===== src/rtl/sim_run_ctrl_pkg.sv =====
// Shared types for the simulation run controller: FSM states and the
// terminate status codes reported in the status word.
package sim_run_pkg;

   typedef enum logic [1:0] {
      IDLE  = 2'd0,
      RESET = 2'd1,
      RUN   = 2'd2,
      DONE  = 2'd3
   } state_e;

   typedef enum logic [1:0] {
      ST_PASS    = 2'd0,
      ST_FAIL    = 2'd1,
      ST_HANG    = 2'd2,
      ST_TIMEOUT = 2'd3
   } status_e;

endpackage


===== src/rtl/sim_run_ctrl_hang_detect.sv =====
// PC hang detector: flags the HANG_CYCLES-th consecutive RUN sample whose pc
// equals the previous sample. The first enabled sample never counts as equal.
module hang_detect #(
   parameter int ADDR_W      = 32,
   parameter int HANG_CYCLES = 16
) (
   input  logic              clk,
   input  logic              rst,
   input  logic              clr_i,
   input  logic              en_i,
   input  logic [ADDR_W-1:0] pc_i,
   output logic              hit_o
);

   localparam int HC_W = $clog2(HANG_CYCLES);
   localparam logic [HC_W-1:0] HC_LOAD = HC_W'(HANG_CYCLES - 1);

   logic [ADDR_W-1:0] pc_q;
   logic              valid_q;
   logic [HC_W-1:0]   cnt_q;
   logic              same;

   assign same  = valid_q && (pc_i == pc_q);
   assign hit_o = en_i && same && (cnt_q == '0);

   // Down-counter reloads on every pc change; terminal count 0 is the hang.
   always_ff @(posedge clk) begin
      if (rst || clr_i) begin
         pc_q    <= '0;
         valid_q <= 1'b0;
         cnt_q   <= HC_LOAD;
      end else if (en_i) begin
         pc_q    <= pc_i;
         valid_q <= 1'b1;
         if (!same)
            cnt_q <= HC_LOAD;
         else if (cnt_q != '0)
            cnt_q <= cnt_q - 1'b1;
      end
   end

endmodule


===== src/rtl/sim_run_ctrl.sv =====
// Run controller beside the core: sequences core reset, counts run cycles
// and latches a pass/fail/hang/timeout status word.
//
//   state | meaning
//   IDLE  | after rst, core held in reset, waiting for start
//   RESET | core held in reset for RESET_CYCLES cycles, results cleared
//   RUN   | core released, cycles counted, terminate events watched
//   DONE  | core held in reset, results frozen until start or rst
module sim_run_ctrl
   import sim_run_pkg::*;
#(
   parameter int                ADDR_W       = 32,
   parameter int                DATA_W       = 32,
   parameter int                RESET_CYCLES = 3,
   parameter int                MAX_CYCLES   = 1000,
   parameter int                HANG_CYCLES  = 16,
   parameter int                CNT_W        = 32,
   parameter logic [ADDR_W-1:0] TOHOST_ADDR  = 32'h0000_0100
) (
   input  logic              clk,
   input  logic              rst,
   input  logic              start,
   input  logic [ADDR_W-1:0] pc,
   input  logic              mem_we,
   input  logic [ADDR_W-1:0] mem_addr,
   input  logic [DATA_W-1:0] mem_wdata,
   output logic              core_rst_n,
   output logic              running,
   output logic              done,
   output logic              pass,
   output logic [1:0]        status,
   output logic [DATA_W-2:0] fail_code,
   output logic [CNT_W-1:0]  cycle_count
);

   localparam int RC_W = $clog2(RESET_CYCLES + 1);

   state_e            state_q, state_d;
   logic [RC_W-1:0]   rcnt_q;
   logic [CNT_W-1:0]  cycle_q;
   logic              pass_q;
   status_e           status_q;
   logic [DATA_W-2:0] fc_q;
   logic              crn_q;

   logic in_run, enter_reset, hang_hit, ev_tohost, ev_timeout, term;

   assign in_run      = (state_q == RUN);
   assign enter_reset = start && ((state_q == IDLE) || (state_q == DONE));
   assign ev_tohost   = mem_we && (mem_addr == TOHOST_ADDR) && (mem_wdata != '0);
   // Widened compare so a narrow counter simply never reaches the budget.
   assign ev_timeout  = (64'(cycle_q) == 64'(MAX_CYCLES - 1));
   assign term        = ev_tohost || hang_hit || ev_timeout;

   hang_detect #(
      .ADDR_W      (ADDR_W),
      .HANG_CYCLES (HANG_CYCLES)
   ) u_hang (
      .clk   (clk),
      .rst   (rst),
      .clr_i (enter_reset),
      .en_i  (in_run),
      .pc_i  (pc),
      .hit_o (hang_hit)
   );

   always_ff @(posedge clk) begin
      if (rst) state_q <= IDLE;
      else     state_q <= state_d;
   end

   always_comb begin
      state_d = state_q;
      unique case (state_q)
         IDLE:  if (start)          state_d = RESET;
         RESET: if (rcnt_q == '0)   state_d = RUN;
         RUN:   if (term)           state_d = DONE;
         DONE:  if (start)          state_d = RESET;
         default:                   state_d = IDLE;
      endcase
   end

   always_comb begin
      running = in_run;
      done    = (state_q == DONE);
   end

   always_ff @(posedge clk) begin
      if (rst) begin
         rcnt_q   <= '0;
         cycle_q  <= '0;
         pass_q   <= 1'b0;
         status_q <= ST_PASS;
         fc_q     <= '0;
         crn_q    <= 1'b0;
      end else begin
         crn_q <= (state_d == RUN);
         if (enter_reset) begin
            rcnt_q   <= RC_W'(RESET_CYCLES - 1);
            cycle_q  <= '0;
            pass_q   <= 1'b0;
            status_q <= ST_PASS;
            fc_q     <= '0;
         end else if ((state_q == RESET) && (rcnt_q != '0)) begin
            rcnt_q <= rcnt_q - 1'b1;
         end
         if (in_run) begin
            if (cycle_q != '1)
               cycle_q <= cycle_q + 1'b1;
            if (ev_tohost) begin
               if (mem_wdata == DATA_W'(1)) begin
                  pass_q   <= 1'b1;
                  status_q <= ST_PASS;
               end else begin
                  status_q <= ST_FAIL;
                  fc_q     <= mem_wdata[DATA_W-1:1];
               end
            end else if (hang_hit) begin
               status_q <= ST_HANG;
            end else if (ev_timeout) begin
               status_q <= ST_TIMEOUT;
            end
         end
      end
   end

   assign core_rst_n  = crn_q;
   assign pass        = pass_q;
   assign status      = status_q;
   assign fail_code   = fc_q;
   assign cycle_count = cycle_q;

endmodule


===== config.mk =====
export PLATFORM = sky130hd
export DESIGN_NAME = sim_run_ctrl
export DESIGN_NICKNAME = d
export VERILOG_FILES = /design/src/rtl/sim_run_ctrl_pkg.sv /design/src/rtl/sim_run_ctrl_hang_detect.sv /design/src/rtl/sim_run_ctrl.sv
export SDC_FILE = /design/constraint.sdc
export NUM_CORES = 1
export LEC_CHECK = 0
export ABC_AREA = 0
export BUFFER_PORTS_ARGS = -buffer_cell sky130_fd_sc_hd__buf_2
export CORE_AREA = 2 2 111 113
export DETAILED_ROUTE_END_ITERATION = 8
export DIE_AREA = 0 0 113 115
export HOLD_SLACK_MARGIN = 0.05
export PLACE_DENSITY = 0.82
export SLEW_MARGIN = 40
export SYNTH_ARGS = -nofsm -noshare
export SYNTH_HDL_FRONTEND = slang
export SYNTH_SLANG_ARGS = --single-unit

===== constraint.sdc =====
create_clock -name clk -period 2.15 [get_ports clk]
set_input_delay 0.1075 -clock clk [delete_from_list [all_inputs] [get_ports clk]]
set_output_delay 0.1075 -clock clk [all_outputs]
set_load 0.005 [all_outputs]

==> summary.md <==
| Metric | Value |
|---|---|
| CP Capture Type | register |
| # fillers | 914 |
| DR vias | 6176 |
| Worst path required time | 2.41 ns |
| Placed instance area | 6700 µm² |
| Initial DRC count | 505 |
| Setup CP Type | reg -> reg |
| MaxCap Viol Count | 0 |
| Area Overhead vs Synth | 47.8% |
| Storage element area | roughly 2200 µm² |
| Core area | 11800 µm² |
| CTS Buf Count | 9 |
| Static leakage | 3.20 nW |
| Synth async-reset ratio | 0 |
| Final hold violation count | 0 |
| Syn avg cell area | approximately 8 µm² |
| Most frequent cells in the layout | buf_2, dfxtp_1, nand2_1, dlygate4sd3_1, buf_4 |
| Critical path arrival | 2.45 ns |
| Largest net degree at the start of global routing | 46 |
| Drt pass-1 iters | 8 |
| Post-route DRC | 7 |
| Initial core utilization | 0.451 |
| Status | complete, but fails checks |
| Die Wd | between 100 and 150 µm |
| #FFs+latches synth | 108 |
| Net Sw Frac | 0.334 |
| Cells after synthesis | 665 |
| # H-tree levels | 3 |
| Final setup viols | 10 |
| Failing checks | design-rule violations, negative setup slack |
| Part of the power in registers | 0.387 |
| Post-synthesis simple-gate area fraction | 0.275 |
| RSZ-0062 raised after global routing | true |
| Final worst-path cycle share | 1.02 |
| Io pins | 169 |
| Count of cell types in the netlist | 53 |
| Warnings, synthesis | 0 |
| Clk pwr share | 0.298 |
| Post-synthesis mux area share | 0.0621 |
| EDFF count, synth | 0 |
| CTS sink cnt | around 110 |
| Slew margin rel. | 0.632 |
| Port Buffers | 168 |
| Final clock skew | between 0.007 and 0.008 ns |
| Worst-margin pin slew | roughly 0.55 ns |
| Clk_lat worst skew | ~0.35 ns |
| Rows | 40 |
| Total Wirelength | between 15 and 20 mm |
| Die area | approximately 13000 µm² |
| CTS tree | built |
| Fmax | about 460 MHz |
| Hold Path Class | in -> reg |
| GRT Total Usage | 0.262 |
| Psw | 1.91 mW |
| Synth Net Count | roughly 770 |
| ANT cells | 0 |
| CP startpoint kind | register |
| Xor/xnor share of the synthesized area | 0.0527 |
| DP HPWL | 11.0 mm |
| Fin worst setup slack | -0.0401 ns |
| Avg WL per Cell | 16.3 µm |
| Post-Syn Area | ~5300 µm² |
| Worst-case clock buffer depth | 2 |
| Most used DFF post-synth | dfxtp_1 |
| Antenna violation net count after detailed routing | 0 |
| Area of the multi-input gates | 3070 µm² |
| Fin nets | 1046 |
| First-pass GRT wire length | 27.5 mm |
| Power Density | 726 nW/µm² |
| Clock slew at reported path FFs | 0.07 ns |
| Final Cell Area | approximately 7900 µm² |
| Int Pwr | approximately 3.8 mW |
| Combinational share of power | 0.315 |
| Main combinational cell family by area after synthesis | simple AND/OR/NAND/NOR gates |
| Compound-gate portion of the synthesized area | 0.139 |
| Grt total ovfl | 0 |
| Root Buffer | clkbuf_16 |
| Layout cells sized above 1 | 0.306 |
| Crit path max fanout | 13 |
| Die H | 115 µm |
| Initial antenna violation count | 0 |
| Post-synthesis sequential area ratio | 0.406 |
| Most common cell after layout, fill and taps aside | buf_2 |
| Adder-Cell Fraction of Synth Area | 0.0165 |
| Vias/cell | ~5.7 |
| Final setup TNS | -0.176 ns |
| GPL Wtd Cong | 0.954 |
| Worst VDD drop | approximately 0.54 mV |
| Fin crit period | 2.19 ns |
| Pins Over Slew Limit | 0 |
| Vias in the first global route | 5896 |
cell usage after synthesis, types with 5 or more instances:
master | count | area, µm²
a21oi_1 | 63 | 315
nor4_1 | 27 | 169
mux2i_1 | 33 | 330
clkbuf_1 | 22 | 82.6
ha_1 | 7 | 87.6
nor3_1 | 18 | 90.1
inv_1 | 26 | 97.6
buf_2 | 5 | 25.0
xor2_1 | 5 | 43.8
or4_1 | 6 | 45.0
nand3_1 | 51 | 255
nand4_1 | 19 | 119
or3_1 | 11 | 68.8
and3_1 | 8 | 50.1
dfxtp_1 | 108 | 2160
xnor2_1 | 27 | 236
buf_1 | 7 | 26.3
nand2_1 | 70 | 263
a31oi_1 | 15 | 93.8
nor2_1 | 56 | 210
o21ai_0 | 31 | 155
layer usage:
layer  GRT usage  vias up  wire (µm)
met5           0        -          0
met4       0.146        0        768
met3      0.0501       78       1190
met2       0.445      302       8760
met1       0.312     2864       7000
li1            -     2932          -
kinds of logic after synthesis:
kind of cell | count (synthesis)
simple gates | 291
mux | 33
buf+inv | 64
compound gates | 130
fa+ha+maj | 7
flops | 108
xor+xnor | 32
critical path, cell delays in order (launching register included):
cell,delay (ns)
dfxtp_2,0.33
nand4_1,0.15
or4_4,0.56
or4_4,0.56
a21oi_4,0.17
buf_12,0.15
o21ai_1,0.08
o31ai_1,0.09
registers in the layout, summed over array words and instances (netlist names):
| signal | flops |
|---|---|
| rcnt_q | 2 |
| pass | 1 |
| u_hang.valid_q | 1 |
| core_rst_n | 1 |
| cycle_count | 32 |
| status | 2 |
| state_q | 2 |
| u_hang.cnt_q | 4 |
| fail_code | 31 |
| u_hang.pc_q | 32 |
power by group through the flow:
stage | clock network, mW | registers, mW | logic (mW)
final | 1.71 | 2.21 | 1.80
after global routing | 1.80 | 2.23 | 1.95
after CTS | 1.72 | 2.21 | 1.68
after detailed placement | 0 | 2.25 | 1.58
after global placement | 0 | 2.25 | 1.56
after floorplan | 0 | 2.24 | 1.06
area by class of cell:
| cell class | instances | share of cell area |
|---|---|---|
| multi-input combinational | 493 | 0.390 |
| clock inverter | 5 | 0.00763 |
| timing repair buffer | 301 | 0.261 |
| tap | 147 | 0.0234 |
| sequential | 108 | 0.275 |
| clock buffer | 10 | 0.0304 |
| inverter | 26 | 0.0124 |
repair_timing:
item	4_1_cts	5_1_grt
hold buffers	64	0
resized for setup	2	49
gates cloned	0	1
hold endpoints to repair	64	0
setup buffers	1	5
pin swaps	0	15
endpoints found under the setup margin	12	67
per-stage QoR:
stage | worst slack, ns | util | instances | power (mW) | hold slack (ns)
final | -0.0401 | 0.666 | 1090 | 5.71 | 0.157
after global routing | -0.0898 | 0.666 | 1090 | 5.98 | 0.196
after CTS | -0.0135 | 0.648 | 1084 | 5.61 | 0.148
after detailed placement | -0.0159 | 0.567 | 1004 | 3.83 | 0.369
after global placement | 0.0444 | 0.567 | 1004 | 3.81 | 0.367
after floorplan | 0.000502 | - | 665 | 3.30 | 0.248
worst paths after layout:
check | from | end | slack, ns | depth (start not counted)
max reg2reg | cycle_count[25] | cycle_count[10] | -0.04 | 7
max | cycle_count[25] | cycle_count[10] | -0.04 | 7
min | rst | state_q[0] | 0.16 | 3
min reg2reg | status[1] | status[1] | 0.46 | 2
(Power assumes the default switching activity.)
